`src/rtl/apb_timer_bridge.sv`:
```
// APB3 completer that bridges processor transfers onto the timer's native
// 8-bit register bus. It inserts a fixed number of wait states and rejects
// unmapped or misaligned accesses with PSLVERR, without touching the timer.
//
// state  | meaning
// -------+--------------------------------------------------------------
// IDLE   | no transfer in flight; a setup phase is latched here
// ACCESS | wait states count down; completes when counter hits zero
// DONE   | reserved, never entered in normal use; falls back to IDLE
module apb_timer_bridge #(
  parameter int ADDR_W      = 12,
  parameter int ADDR_LSB    = 2,
  parameter int NUM_REGS    = 12,
  parameter int WAIT_STATES = 0
) (
  input  logic              i_clk_sys,
  input  logic              i_rst_n,
  input  logic              i_psel,
  input  logic              i_penable,
  input  logic              i_pwrite,
  input  logic [ADDR_W-1:0] i_paddr,
  input  logic [31:0]       i_pwdata,
  output logic [31:0]       o_prdata,
  output logic              o_pready,
  output logic              o_pslverr,
  output logic              o_wren,
  output logic [7:0]        o_addr,
  output logic [7:0]        o_datain,
  input  logic [7:0]        i_rdata
);

  typedef enum logic [1:0] {
    ST_IDLE   = 2'd0,
    ST_ACCESS = 2'd1,
    ST_DONE   = 2'd2
  } state_t;

  // Byte-offset mask below the register index; works for ADDR_LSB of 0 too.
  localparam logic [ADDR_W-1:0] LSB_MASK   = ADDR_W'((1 << ADDR_LSB) - 1);
  localparam logic [4:0]        NUM_REGS_L = 5'(NUM_REGS);
  localparam logic [2:0]        WAIT_INIT  = 3'(WAIT_STATES);

  state_t     state;
  state_t     state_nxt;
  logic [2:0] wait_cnt;
  logic       wr_q;
  logic       err_q;

  logic [3:0] idx;
  logic       misaligned;
  logic       unmapped;
  logic       setup;
  logic       complete;

  // High write-data bits and address bits above the index are don't-care.
  logic       unused_bits;
  assign unused_bits = ^{i_pwdata[31:8], i_paddr};

  assign idx        = i_paddr[ADDR_LSB+3:ADDR_LSB];
  assign misaligned = (i_paddr & LSB_MASK) != '0;
  assign unmapped   = {1'b0, idx} >= NUM_REGS_L;
  assign setup      = i_psel & ~i_penable;
  assign complete   = (state == ST_ACCESS) & i_psel & i_penable & (wait_cnt == 3'd0);

  // State register.
  always_ff @(posedge i_clk_sys or negedge i_rst_n) begin
    if (!i_rst_n) begin
      state <= ST_IDLE;
    end else begin
      state <= state_nxt;
    end
  end

  // Next-state logic; a dropped PSEL in ACCESS aborts the transfer.
  always_comb begin
    state_nxt = state;
    case (state)
      ST_IDLE: begin
        if (setup) begin
          state_nxt = ST_ACCESS;
        end
      end
      ST_ACCESS: begin
        if (!i_psel || complete) begin
          state_nxt = ST_IDLE;
        end
      end
      ST_DONE: begin
        state_nxt = ST_IDLE;
      end
      default: begin
        state_nxt = ST_IDLE;
      end
    endcase
  end

  // Latch the transfer at setup and count down wait states in ACCESS.
  // o_addr/o_datain only move at setup so the timer read-back stays stable.
  always_ff @(posedge i_clk_sys or negedge i_rst_n) begin
    if (!i_rst_n) begin
      wait_cnt <= 3'd0;
      o_addr   <= 8'h00;
      o_datain <= 8'h00;
      wr_q     <= 1'b0;
      err_q    <= 1'b0;
    end else if ((state == ST_IDLE) && setup) begin
      wait_cnt <= WAIT_INIT;
      o_addr   <= {4'h0, idx};
      o_datain <= i_pwdata[7:0];
      wr_q     <= i_pwrite;
      err_q    <= misaligned | unmapped;
    end else if ((state == ST_ACCESS) && i_psel && (wait_cnt != 3'd0)) begin
      wait_cnt <= wait_cnt - 3'd1;
    end
  end

  // Response decode: everything is zero outside the completion cycle, and an
  // erroring transfer never reaches the timer or returns its data.
  always_comb begin
    o_pready  = 1'b0;
    o_pslverr = 1'b0;
    o_wren    = 1'b0;
    o_prdata  = 32'h0;
    if (complete) begin
      o_pready  = 1'b1;
      o_pslverr = err_q;
      o_wren    = wr_q & ~err_q;
      if (!wr_q && !err_q) begin
        o_prdata = {24'h0, i_rdata};
      end
    end
  end

endmodule

```
`config.mk`:
```
export PLATFORM = sky130hd
export DESIGN_NAME = apb_timer_bridge
export DESIGN_NICKNAME = d
export VERILOG_FILES = /design/src/rtl/apb_timer_bridge.sv
export SDC_FILE = /design/constraint.sdc
export NUM_CORES = 1
export LEC_CHECK = 0
export CORE_MARGIN = 4
export CORE_UTILIZATION = 32
export DETAILED_ROUTE_END_ITERATION = 16
export GPL_ROUTABILITY_DRIVEN = 0
export PLACE_DENSITY = 0.86
export SYNTH_ARGS = -nofsm -noshare
export SYNTH_HDL_FRONTEND = slang
export SYNTH_SLANG_ARGS = --single-unit
```
`constraint.sdc`:
```
create_clock -name i_clk_sys -period 3.1 [get_ports i_clk_sys]
set_input_delay 0.775 -clock i_clk_sys [delete_from_list [all_inputs] [get_ports i_clk_sys]]
set_output_delay 0.775 -clock i_clk_sys [all_outputs]
set_load 0.02 [all_outputs]
```
==> impl_results.html, run 1 <==
<table>
<tr><th>Metric</th><th>Value</th></tr>
<tr><th colspan="2">Placement</th></tr>
<tr><td>Dpl cells</td><td>between 150 and 200</td></tr>
<tr><td>DP Wirelength</td><td>1.87 mm</td></tr>
<tr><td>Number of port buffers</td><td>between 40 and 50</td></tr>
<tr><td>Post-place setup slack</td><td>-0.212 ns</td></tr>
<tr><th colspan="2">Timing</th></tr>
<tr><td>Final-report hold violation count</td><td>0</td></tr>
<tr><td>Maximum clock frequency</td><td>between 300 and 400 MHz</td></tr>
<tr><td>Clock Skew</td><td>about 0.0034 ns</td></tr>
<tr><td>Count of final max-slew check failures</td><td>0</td></tr>
<tr><td>Transition at the pin with the smallest max-transition slack</td><td>0.804 ns</td></tr>
<tr><td>Post-route fraction of the period consumed by the critical path</td><td>a little under 100%</td></tr>
<tr><td>Setup repair after global routing missed its margin</td><td>false</td></tr>
<tr><td>Max-Slew Margin vs Limit</td><td>between 40% and 50%</td></tr>
<tr><td>Final worst path period need</td><td>3.00 ns</td></tr>
<tr><td>Post-layout worst setup margin</td><td>between 0.09 and 0.1 ns</td></tr>
<tr><td>Final setup violating endpoints</td><td>0</td></tr>
<tr><th colspan="2">Global routing</th></tr>
<tr><td>Overall routing resource usage</td><td>under 10%</td></tr>
<tr><td>Via count of the first global-routing pass</td><td>780</td></tr>
<tr><td>Wire length of the first global-routing pass</td><td>around 3.4 mm</td></tr>
<tr><td>GR Overflow Total</td><td>0</td></tr>
<tr><td>Pin count of the biggest net entering global routing</td><td>19</td></tr>
<tr><td>Number of antenna violations at the first check in global routing</td><td>0</td></tr>
<tr><th colspan="2">Die</th></tr>
<tr><td>Initial core utilization</td><td>between 30% and 40%</td></tr>
<tr><td>Overall die height</td><td>just under 70 µm</td></tr>
<tr><td>Overall die area</td><td>around 4500 µm²</td></tr>
<tr><td>Number of I/O pins</td><td>around 110</td></tr>
<tr><td>Width of the chip</td><td>67.3 µm</td></tr>
<tr><td>Number of placement rows</td><td>21</td></tr>
<tr><td>Core region area</td><td>3360 µm²</td></tr>
<tr><th colspan="2">Routing</th></tr>
<tr><td>Post-detailed-route DRC marker count</td><td>0</td></tr>
<tr><td>Aggregate routed wire length</td><td>2.28 mm</td></tr>
<tr><td>Mean routed wirelength per cell</td><td>around 11 µm</td></tr>
<tr><td>Detailed router's first-iteration violation count</td><td>6</td></tr>
<tr><td>Drt via density</td><td>around 4</td></tr>
<tr><td>Via count</td><td>811</td></tr>
<tr><td>Detailed-routing iteration count for the pre-antenna-repair pass</td><td>4</td></tr>
<tr><td>Number of nets with antenna violations after routing</td><td>0</td></tr>
<tr><th colspan="2">Power and ir drop</th></tr>
<tr><td>Worst ir drop on vdd</td><td>around 0.00034 V</td></tr>
<tr><td>Share of total power consumed by net switching</td><td>a little over a third</td></tr>
<tr><td>Logic pwr share</td><td>44.3%</td></tr>
<tr><td>Pwr dens</td><td>about 530 nW/µm²</td></tr>
<tr><td>Leak</td><td>about 0.75 nW</td></tr>
<tr><td>Part of the total power dissipated in the clock network</td><td>16.6%</td></tr>
<tr><td>Power share of the sequential group</td><td>approximately two fifths</td></tr>
<tr><td>Pint</td><td>0.552 mW</td></tr>
<tr><td>P_sw</td><td>a little under 0.3 mW</td></tr>
<tr><th colspan="2">Yosys</th></tr>
<tr><td>Compound-gate portion of the synthesized area</td><td>roughly 5.2%</td></tr>
<tr><td>Simple-gate share of the synthesized area</td><td>between 10% and 20%</td></tr>
<tr><td>Count of flip-flops with a built-in enable after synthesis</td><td>0</td></tr>
<tr><td>Synthesized-area fraction occupied by adder cells</td><td>about 2.2%</td></tr>
<tr><td>Cell count after synthesis</td><td>99</td></tr>
<tr><td>Main combinational cell family by area after synthesis</td><td>buffers and inverters</td></tr>
<tr><td>Async set-reset flop share out of synthesis</td><td>100%</td></tr>
<tr><td>XOR/XNOR Fraction of Synth Area</td><td>0%</td></tr>
<tr><td>Number of different library cells in the post-synthesis netlist</td><td>26</td></tr>
<tr><td>Top cell type by total area after synthesis</td><td>dfrtp_1</td></tr>
<tr><td>Mapped Area</td><td>1130 µm²</td></tr>
<tr><td>Most frequently used flop master after synthesis</td><td>dfrtp_1</td></tr>
<tr><td>Sequential-to-total area share from yosys stat</td><td>between 40% and 50%</td></tr>
<tr><td>Area share of the largest cell type after synthesis</td><td>roughly two fifths</td></tr>
<tr><td>Top post-synthesis cells by area</td><td>dfrtp_1 40%, buf_4 19%, mux2_4 9.3%</td></tr>
<tr><td>Post-Synthesis Mean Instance Area</td><td>roughly 11 µm²</td></tr>
<tr><td>Share of synthesized area spent on multiplexers</td><td>around 16%</td></tr>
<tr><td>Post-synthesis register bit count</td><td>18</td></tr>
<tr><td>Syn. warnings</td><td>0</td></tr>
<tr><th colspan="2">Setup path</th></tr>
<tr><td>Endpoint type of the worst setup path</td><td>output pin</td></tr>
<tr><td>Start-to-end type of the worst setup path</td><td>input port to output pin</td></tr>
<tr><td>Req. time, crit path</td><td>~2.3 ns</td></tr>
<tr><td>Worst Setup Start Kind</td><td>input port</td></tr>
<tr><td>Signal arrival time at the worst endpoint</td><td>between 2 and 2.5 ns</td></tr>
<tr><td>CP max FO</td><td>8</td></tr>
<tr><th colspan="2">Hold path</th></tr>
<tr><td>Classification of the worst-slack hold path</td><td>flip-flop to flip-flop</td></tr>
<tr><th colspan="2">Clocking</th></tr>
<tr><td>Max clock buf depth</td><td>2</td></tr>
<tr><td>Number of buffers created by CTS</td><td>3</td></tr>
<tr><td>CTS H-tree depth</td><td>1</td></tr>
<tr><td>CTS tree</td><td>done</td></tr>
<tr><td>Clock-pin slew on the worst setup and hold paths</td><td>approximately 0.10 ns</td></tr>
<tr><td>Total clock sinks</td><td>18</td></tr>
<tr><td>Clock latency on the worst-skew pair</td><td>between 0.2 and 0.3 ns</td></tr>
<tr><td>Clk Tree Root Cell</td><td>clkbuf_4</td></tr>
<tr><th colspan="2">Finish</th></tr>
<tr><td>Most common cell after layout, fill and taps aside</td><td>clkdlybuf4s50_1</td></tr>
<tr><td>Synth-to-layout area growth</td><td>42.6%</td></tr>
<tr><td>Share of cells above drive strength 1</td><td>a little under a fifth</td></tr>
<tr><td>Filler cells</td><td>344</td></tr>
<tr><td>Fin cells</td><td>200</td></tr>
<tr><td>Number of nets at the end of the flow</td><td>between 200 and 250</td></tr>
<tr><td>Commonest cells after routing, fill and taps aside</td><td>38 x clkdlybuf4s50_1, 28 x conb_1, 18 x dfrtp_1, 9 x and2_1, 7 x mux2_4</td></tr>
<tr><td>Total inserted antenna cells</td><td>0</td></tr>
<tr><th colspan="2">Run status</th></tr>
<tr><td>Status</td><td>completed</td></tr>
<tr><th colspan="2">Run</th></tr>
<tr><td>Max-capacitance violation count</td><td>0</td></tr>
</table>
## repair_timing
item	4_1_cts	5_1_grt
resized for setup	11	9
setup endpoints to repair	11	6
hold buffers	0	0
pin swaps	0	0
buffers inserted	0	0
## power groups by stage
stage / Sequential [mW] / Combinational, mW / Clock [mW]
floorplan: 0.372 / 0.227 / 0
global placement: 0.332 / 0.373 / 0
detailed placement: 0.336 / 0.380 / 0
CTS: 0.331 / 0.380 / 0.148
global route: 0.339 / 0.405 / 0.157
finish: 0.331 / 0.375 / 0.140
## cell families (layout without fill, tap and decap cells)
logic type,count (synthesis),in the layout
AND/OR/NAND/NOR,20,20
multiplexers,14,14
AO/OA/AOI/OAI,9,9
buffers and inverters,35,63
other,1,28
adder cells (fa/ha/maj),2,2
flip-flops,18,18
## path summary, 6_finish.rpt
path | depth (start not counted) | slack, ns | endpoint | from
min | 1 | 0.52 | o_datain[6] | o_datain[6]
max | 6 | 0.1 | o_prdata[2] | i_penable
min reg2reg | 1 | 0.52 | o_datain[6] | o_datain[6]
max reg2reg | 3 | 1.63 | o_addr[2] | state[0]
min in group asynchronous | 1 | 0.94 | state[0] | i_rst_n
max in group asynchronous | 1 | 1.66 | o_datain[2] | i_rst_n
## registers in the layout (all words and copies together), names as in the netlist
register / flops
o_datain: 8
wr_q: 1
o_addr: 4
err_q: 1
wait_cnt: 3
state: 1
## layout make-up
| type | count | area [µm²] | share of cell area (%) |
|---|---|---|---|
| tap | 46 | 57.6 | 3.59 |
| sequential | 18 | 450 | 28.1 |
| clock buffer | 4 | 36.3 | 2.26 |
| inverter | 4 | 15.0 | 0.935 |
| multi-input combinational | 73 | 527 | 32.8 |
| timing repair buffer | 55 | 519 | 32.3 |
## cell usage after synthesis (all sizes together) (2+ instances only)
cell and n:
buf 31, dfrtp 18, mux2 13, and2 9
inv 4, a21oi 3, a22o 2, ha 2
nor2 2, o21ai 2
## metal layers
metal	part of all wire [%]	global-route usage, %	up-vias
met5	0	0	-
li1	-	-	387
met4	0.57	3.04	0
met3	11	3.16	2
met1	39	10.7	379
met2	49	17.9	43
## critical path, stage by stage
cell	delay (ns)
clkdlybuf4s50_1	0.48
nand3_1	0.16
nor4_4	0.18
buf_4	0.18
and2_1	0.12
dlygate4sd2_1	0.33
## per-stage QoR
step	util (%)	total power, mW	setup TNS [ns]	hold WS, ns	instance area [µm²]
after floorplan	-	0.599	0	0.466	1230
after global placement	47.1	0.705	-1.61	0.483	1590
after detailed placement	47.1	0.715	-2.01	0.492	1590
after CTS	47.8	0.859	0	0.524	1610
after global routing	47.7	0.901	0	0.542	1610
final	47.7	0.847	0	0.519	1610
No activity file was read; power rests on OpenSTA's default activity.
==> run 2, diff against run 1 <==
--- a/config.mk
+++ b/config.mk
@@ -5,6 +5,7 @@
 export SDC_FILE = /design/constraint.sdc
 export NUM_CORES = 1
 export LEC_CHECK = 0
+export CORE_ASPECT_RATIO = 2
 export CORE_MARGIN = 4
 export CORE_UTILIZATION = 32
 export DETAILED_ROUTE_END_ITERATION = 16
==> impl_results.html, run 2 (synthesis gave the netlist of run 1 again) <==
<table>
<tr><th>Metric</th><th>Value</th></tr>
<tr><th colspan="2">Finish</th></tr>
<tr><td>Largest registers</td><td>o_datain (8), o_addr (4), wait_cnt (3)</td></tr>
<tr><td>Most common cell after layout, fill and taps aside</td><td>clkdlybuf4s50_1</td></tr>
<tr><td>Register name with the most flops</td><td>o_datain</td></tr>
<tr><td>Filler cells</td><td>324 (-5.8%)</td></tr>
<tr><td>Number of flip-flops under the largest register name</td><td>8 (unchanged)</td></tr>
<tr><td>Final design instance area without fill</td><td>1590 µm² (-0.86%)</td></tr>
<tr><td>Commonest cells after routing, fill and taps aside</td><td>38 x clkdlybuf4s50_1, 28 x conb_1, 18 x dfrtp_1, 9 x and2_1</td></tr>
<tr><td>Total inserted antenna cells</td><td>0 (unchanged)</td></tr>
<tr><td>Number of nets at the end of the flow</td><td>215 (+0.47%)</td></tr>
<tr><td>Fin cells</td><td>187 (-6.5%)</td></tr>
<tr><td>Share of cells above drive strength 1</td><td>23.2% (+5.0 points)</td></tr>
<tr><td>Synth-to-layout area growth</td><td>41.3%</td></tr>
<tr><th colspan="2">Run</th></tr>
<tr><td>Max-capacitance violation count</td><td>0 (unchanged)</td></tr>
<tr><th colspan="2">Hold path</th></tr>
<tr><td>Worst Min Path Start</td><td>o_datain[6]</td></tr>
<tr><td>Classification of the worst-slack hold path</td><td>flip-flop to flip-flop</td></tr>
<tr><td>Worst Hold Path EP</td><td>o_datain[6]</td></tr>
<tr><td>Depth of the worst hold-timing path</td><td>1 (unchanged)</td></tr>
<tr><th colspan="2">Timing</th></tr>
<tr><td>Post-route fraction of the period consumed by the critical path</td><td>95.9% (-0.93 points)</td></tr>
<tr><td>Setup repair after global routing missed its margin</td><td>false</td></tr>
<tr><td>Final-report hold violation count</td><td>0 (unchanged)</td></tr>
<tr><td>Maximum clock frequency</td><td>336 MHz (+0.97%)</td></tr>
<tr><td>Clock Skew</td><td>0.00183 ns (-0.00158 ns)</td></tr>
<tr><td>Final setup violating endpoints</td><td>0 (unchanged)</td></tr>
<tr><td>Count of final max-slew check failures</td><td>0 (unchanged)</td></tr>
<tr><td>Post-layout worst setup margin</td><td>0.128 ns (+0.0289 ns)</td></tr>
<tr><td>Transition at the pin with the smallest max-transition slack</td><td>0.816 ns (+0.0120 ns)</td></tr>
<tr><td>Final worst path period need</td><td>2.97 ns (-0.0289 ns)</td></tr>
<tr><td>Max-Slew Margin vs Limit</td><td>45.5% (-0.80 points)</td></tr>
<tr><td>Worst hold margin</td><td>0.508 ns (-0.0111 ns)</td></tr>
<tr><th colspan="2">Setup path</th></tr>
<tr><td>Setup slack of the most critical reg-to-reg path</td><td>1.63 ns (about the same)</td></tr>
<tr><td>Endpoint of the most critical register-to-register path</td><td>o_datain[6]</td></tr>
<tr><td>Start-to-end type of the worst setup path</td><td>input port to output pin</td></tr>
<tr><td>Buffers and inverters on the worst path</td><td>4 (+1)</td></tr>
<tr><td>Req. time, crit path</td><td>2.32 ns (about the same)</td></tr>
<tr><td>Kind of cell adding the most delay to the critical path</td><td>buffers and inverters</td></tr>
<tr><td>Worst Setup Start Kind</td><td>input port</td></tr>
<tr><td>Cell repeated most along the worst path</td><td>buf_4</td></tr>
<tr><td>Origin of the critical flop-to-flop path</td><td>state[0]</td></tr>
<tr><td>CP max FO</td><td>2 (-6)</td></tr>
<tr><td>Number of cell instances on the worst register-to-register path</td><td>3 (unchanged)</td></tr>
<tr><td>Largest stage delay on the critical path</td><td>0.51 ns (+0.03 ns)</td></tr>
<tr><td>Worst setup path startpoint</td><td>i_penable</td></tr>
<tr><td>Critical path, cell by cell</td><td>clkdlybuf4s50_1, nand3_2, nor4_4, buf_4, buf_4, and2_1, buf_2</td></tr>
<tr><td>Signal arrival time at the worst endpoint</td><td>2.20 ns (-0.03 ns)</td></tr>
<tr><td>Critical path's slowest cell</td><td>clkdlybuf4s50_1</td></tr>
<tr><td>Endpoint type of the worst setup path</td><td>output pin</td></tr>
<tr><th colspan="2">Global routing</th></tr>
<tr><td>Overall routing resource usage</td><td>10.3% (+0.47 points)</td></tr>
<tr><td>Pin count of the biggest net entering global routing</td><td>19 (unchanged)</td></tr>
<tr><td>GR Overflow Total</td><td>0 (unchanged)</td></tr>
<tr><td>Via count of the first global-routing pass</td><td>871 (+12%)</td></tr>
<tr><td>Number of antenna violations at the first check in global routing</td><td>0 (unchanged)</td></tr>
<tr><td>Wire length of the first global-routing pass</td><td>3.65 mm (+6.9%)</td></tr>
<tr><th colspan="2">Routing</th></tr>
<tr><td>Via count</td><td>839 (+3.5%)</td></tr>
<tr><td>Detailed-routing iteration count for the pre-antenna-repair pass</td><td>2 (-2)</td></tr>
<tr><td>Detailed router's first-iteration violation count</td><td>9 (+3)</td></tr>
<tr><td>Aggregate routed wire length</td><td>2.27 mm (-0.31%)</td></tr>
<tr><td>Post-detailed-route DRC marker count</td><td>0 (unchanged)</td></tr>
<tr><td>Mean routed wirelength per cell</td><td>12.2 µm (+6.6%)</td></tr>
<tr><td>Number of nets with antenna violations after routing</td><td>0 (unchanged)</td></tr>
<tr><td>Drt via density</td><td>4.49 (+11%)</td></tr>
<tr><th colspan="2">Placement</th></tr>
<tr><td>Dpl cells</td><td>180 (-8.2%)</td></tr>
<tr><td>Post-place setup slack</td><td>-0.209 ns (+0.00333 ns)</td></tr>
<tr><td>DP Wirelength</td><td>1.81 mm (-3.2%)</td></tr>
<tr><td>Number of port buffers</td><td>49 (unchanged)</td></tr>
<tr><td>Placed cell area</td><td>1550 µm² (-2.1%)</td></tr>
<tr><th colspan="2">Clocking</th></tr>
<tr><td>Number of buffers created by CTS</td><td>3 (unchanged)</td></tr>
<tr><td>CTS H-tree depth</td><td>1 (unchanged)</td></tr>
<tr><td>CTS tree</td><td>done</td></tr>
<tr><td>Max clock buf depth</td><td>2 (unchanged)</td></tr>
<tr><td>Number of hold buffers added after cts</td><td>0 (unchanged)</td></tr>
<tr><td>Clock-pin slew on the worst setup and hold paths</td><td>0.07 ns (-0.03 ns)</td></tr>
<tr><td>Clk Tree Root Cell</td><td>clkbuf_8</td></tr>
<tr><td>Clock latency on the worst-skew pair</td><td>0.25 ns (-0.03 ns)</td></tr>
<tr><td>Total clock sinks</td><td>18 (unchanged)</td></tr>
<tr><th colspan="2">Die</th></tr>
<tr><td>Overall die area</td><td>4590 µm² (+1.3%)</td></tr>
<tr><td>Initial core utilization</td><td>33.3% (-0.15 points)</td></tr>
<tr><td>Overall die height</td><td>91.9 µm (+36%)</td></tr>
<tr><td>Number of placement rows</td><td>30 (+43%)</td></tr>
<tr><td>Core region area</td><td>3380 µm² (+0.45%)</td></tr>
<tr><td>Width of the chip</td><td>49.9 µm (-26%)</td></tr>
<tr><td>Number of I/O pins</td><td>108 (unchanged)</td></tr>
<tr><th colspan="2">Power and ir drop</th></tr>
<tr><td>Pwr dens</td><td>561 nW/µm² (+6.4%)</td></tr>
<tr><td>Power share of the sequential group</td><td>37.2% (-1.9 points)</td></tr>
<tr><td>Pint</td><td>0.594 mW (+7.4%)</td></tr>
<tr><td>Logic pwr share</td><td>41.7% (-2.6 points)</td></tr>
<tr><td>Leak</td><td>0.758 nW (+1.0%)</td></tr>
<tr><td>P_sw</td><td>0.300 mW (+1.8%)</td></tr>
<tr><td>Worst ir drop on vdd</td><td>0.000306 V (-10%)</td></tr>
<tr><td>Part of the total power dissipated in the clock network</td><td>21.1% (+4.5 points)</td></tr>
<tr><td>Share of total power consumed by net switching</td><td>33.5% (-1.2 points)</td></tr>
<tr><th colspan="2">Run status</th></tr>
<tr><td>Status</td><td>completed</td></tr>
</table>
## run 2: worst max path at each step
stage | endpoint | cells after the start
floorplan | o_wren | 2
global placement | o_prdata[0] | 5
detailed placement | o_prdata[0] | 5
CTS | o_prdata[4] | 7
global route | o_prdata[4] | 7
finish | o_prdata[4] | 7
## run 2: routing by layer
layer  up-vias  wire length, µm  track usage [%]
li1        387                -                -
met1       389              763             9.20
met2        59             1200             19.5
met3         4              275             3.09
met4         0               34             5.54
met5         -                0                0
## run 2: timing repair
action                                  in CTS  in global routing
pin swaps                                    0                  1
endpoints found under the setup margin      11                  2
setup buffers                                2                  1
resized for setup                           14                 15
hold endpoints to repair                     0                  0
## run 2: layout make-up
type	count	area [µm²]	area share (%)
multi-input combinational	73	532	33.4
timing repair buffer	56	499	31.4
sequential	18	450	28.3
clock buffer	4	55.1	3.46
tap	32	40.0	2.52
inverter	4	15.0	0.943
## run 2: stage by stage
stage	TNS (ns)	total power, mW	utilization (%)
floorplan	0	0.599	-
global placement	-1.39	0.703	46.0
detailed placement	-1.82	0.714	46.0
CTS	0	0.912	47.9
global route	0	0.958	47.1
finish	0	0.893	47.1
## run 2: power by group through the flow
| stage | clock [mW] | combinational, mW | sequential [mW] |
|---|---|---|---|
| floorplan | 0 | 0.227 | 0.372 |
| global placement | 0 | 0.369 | 0.334 |
| detailed placement | 0 | 0.378 | 0.336 |
| CTS | 0.201 | 0.378 | 0.333 |
| global route | 0.211 | 0.406 | 0.341 |
| finish | 0.188 | 0.372 | 0.332 |
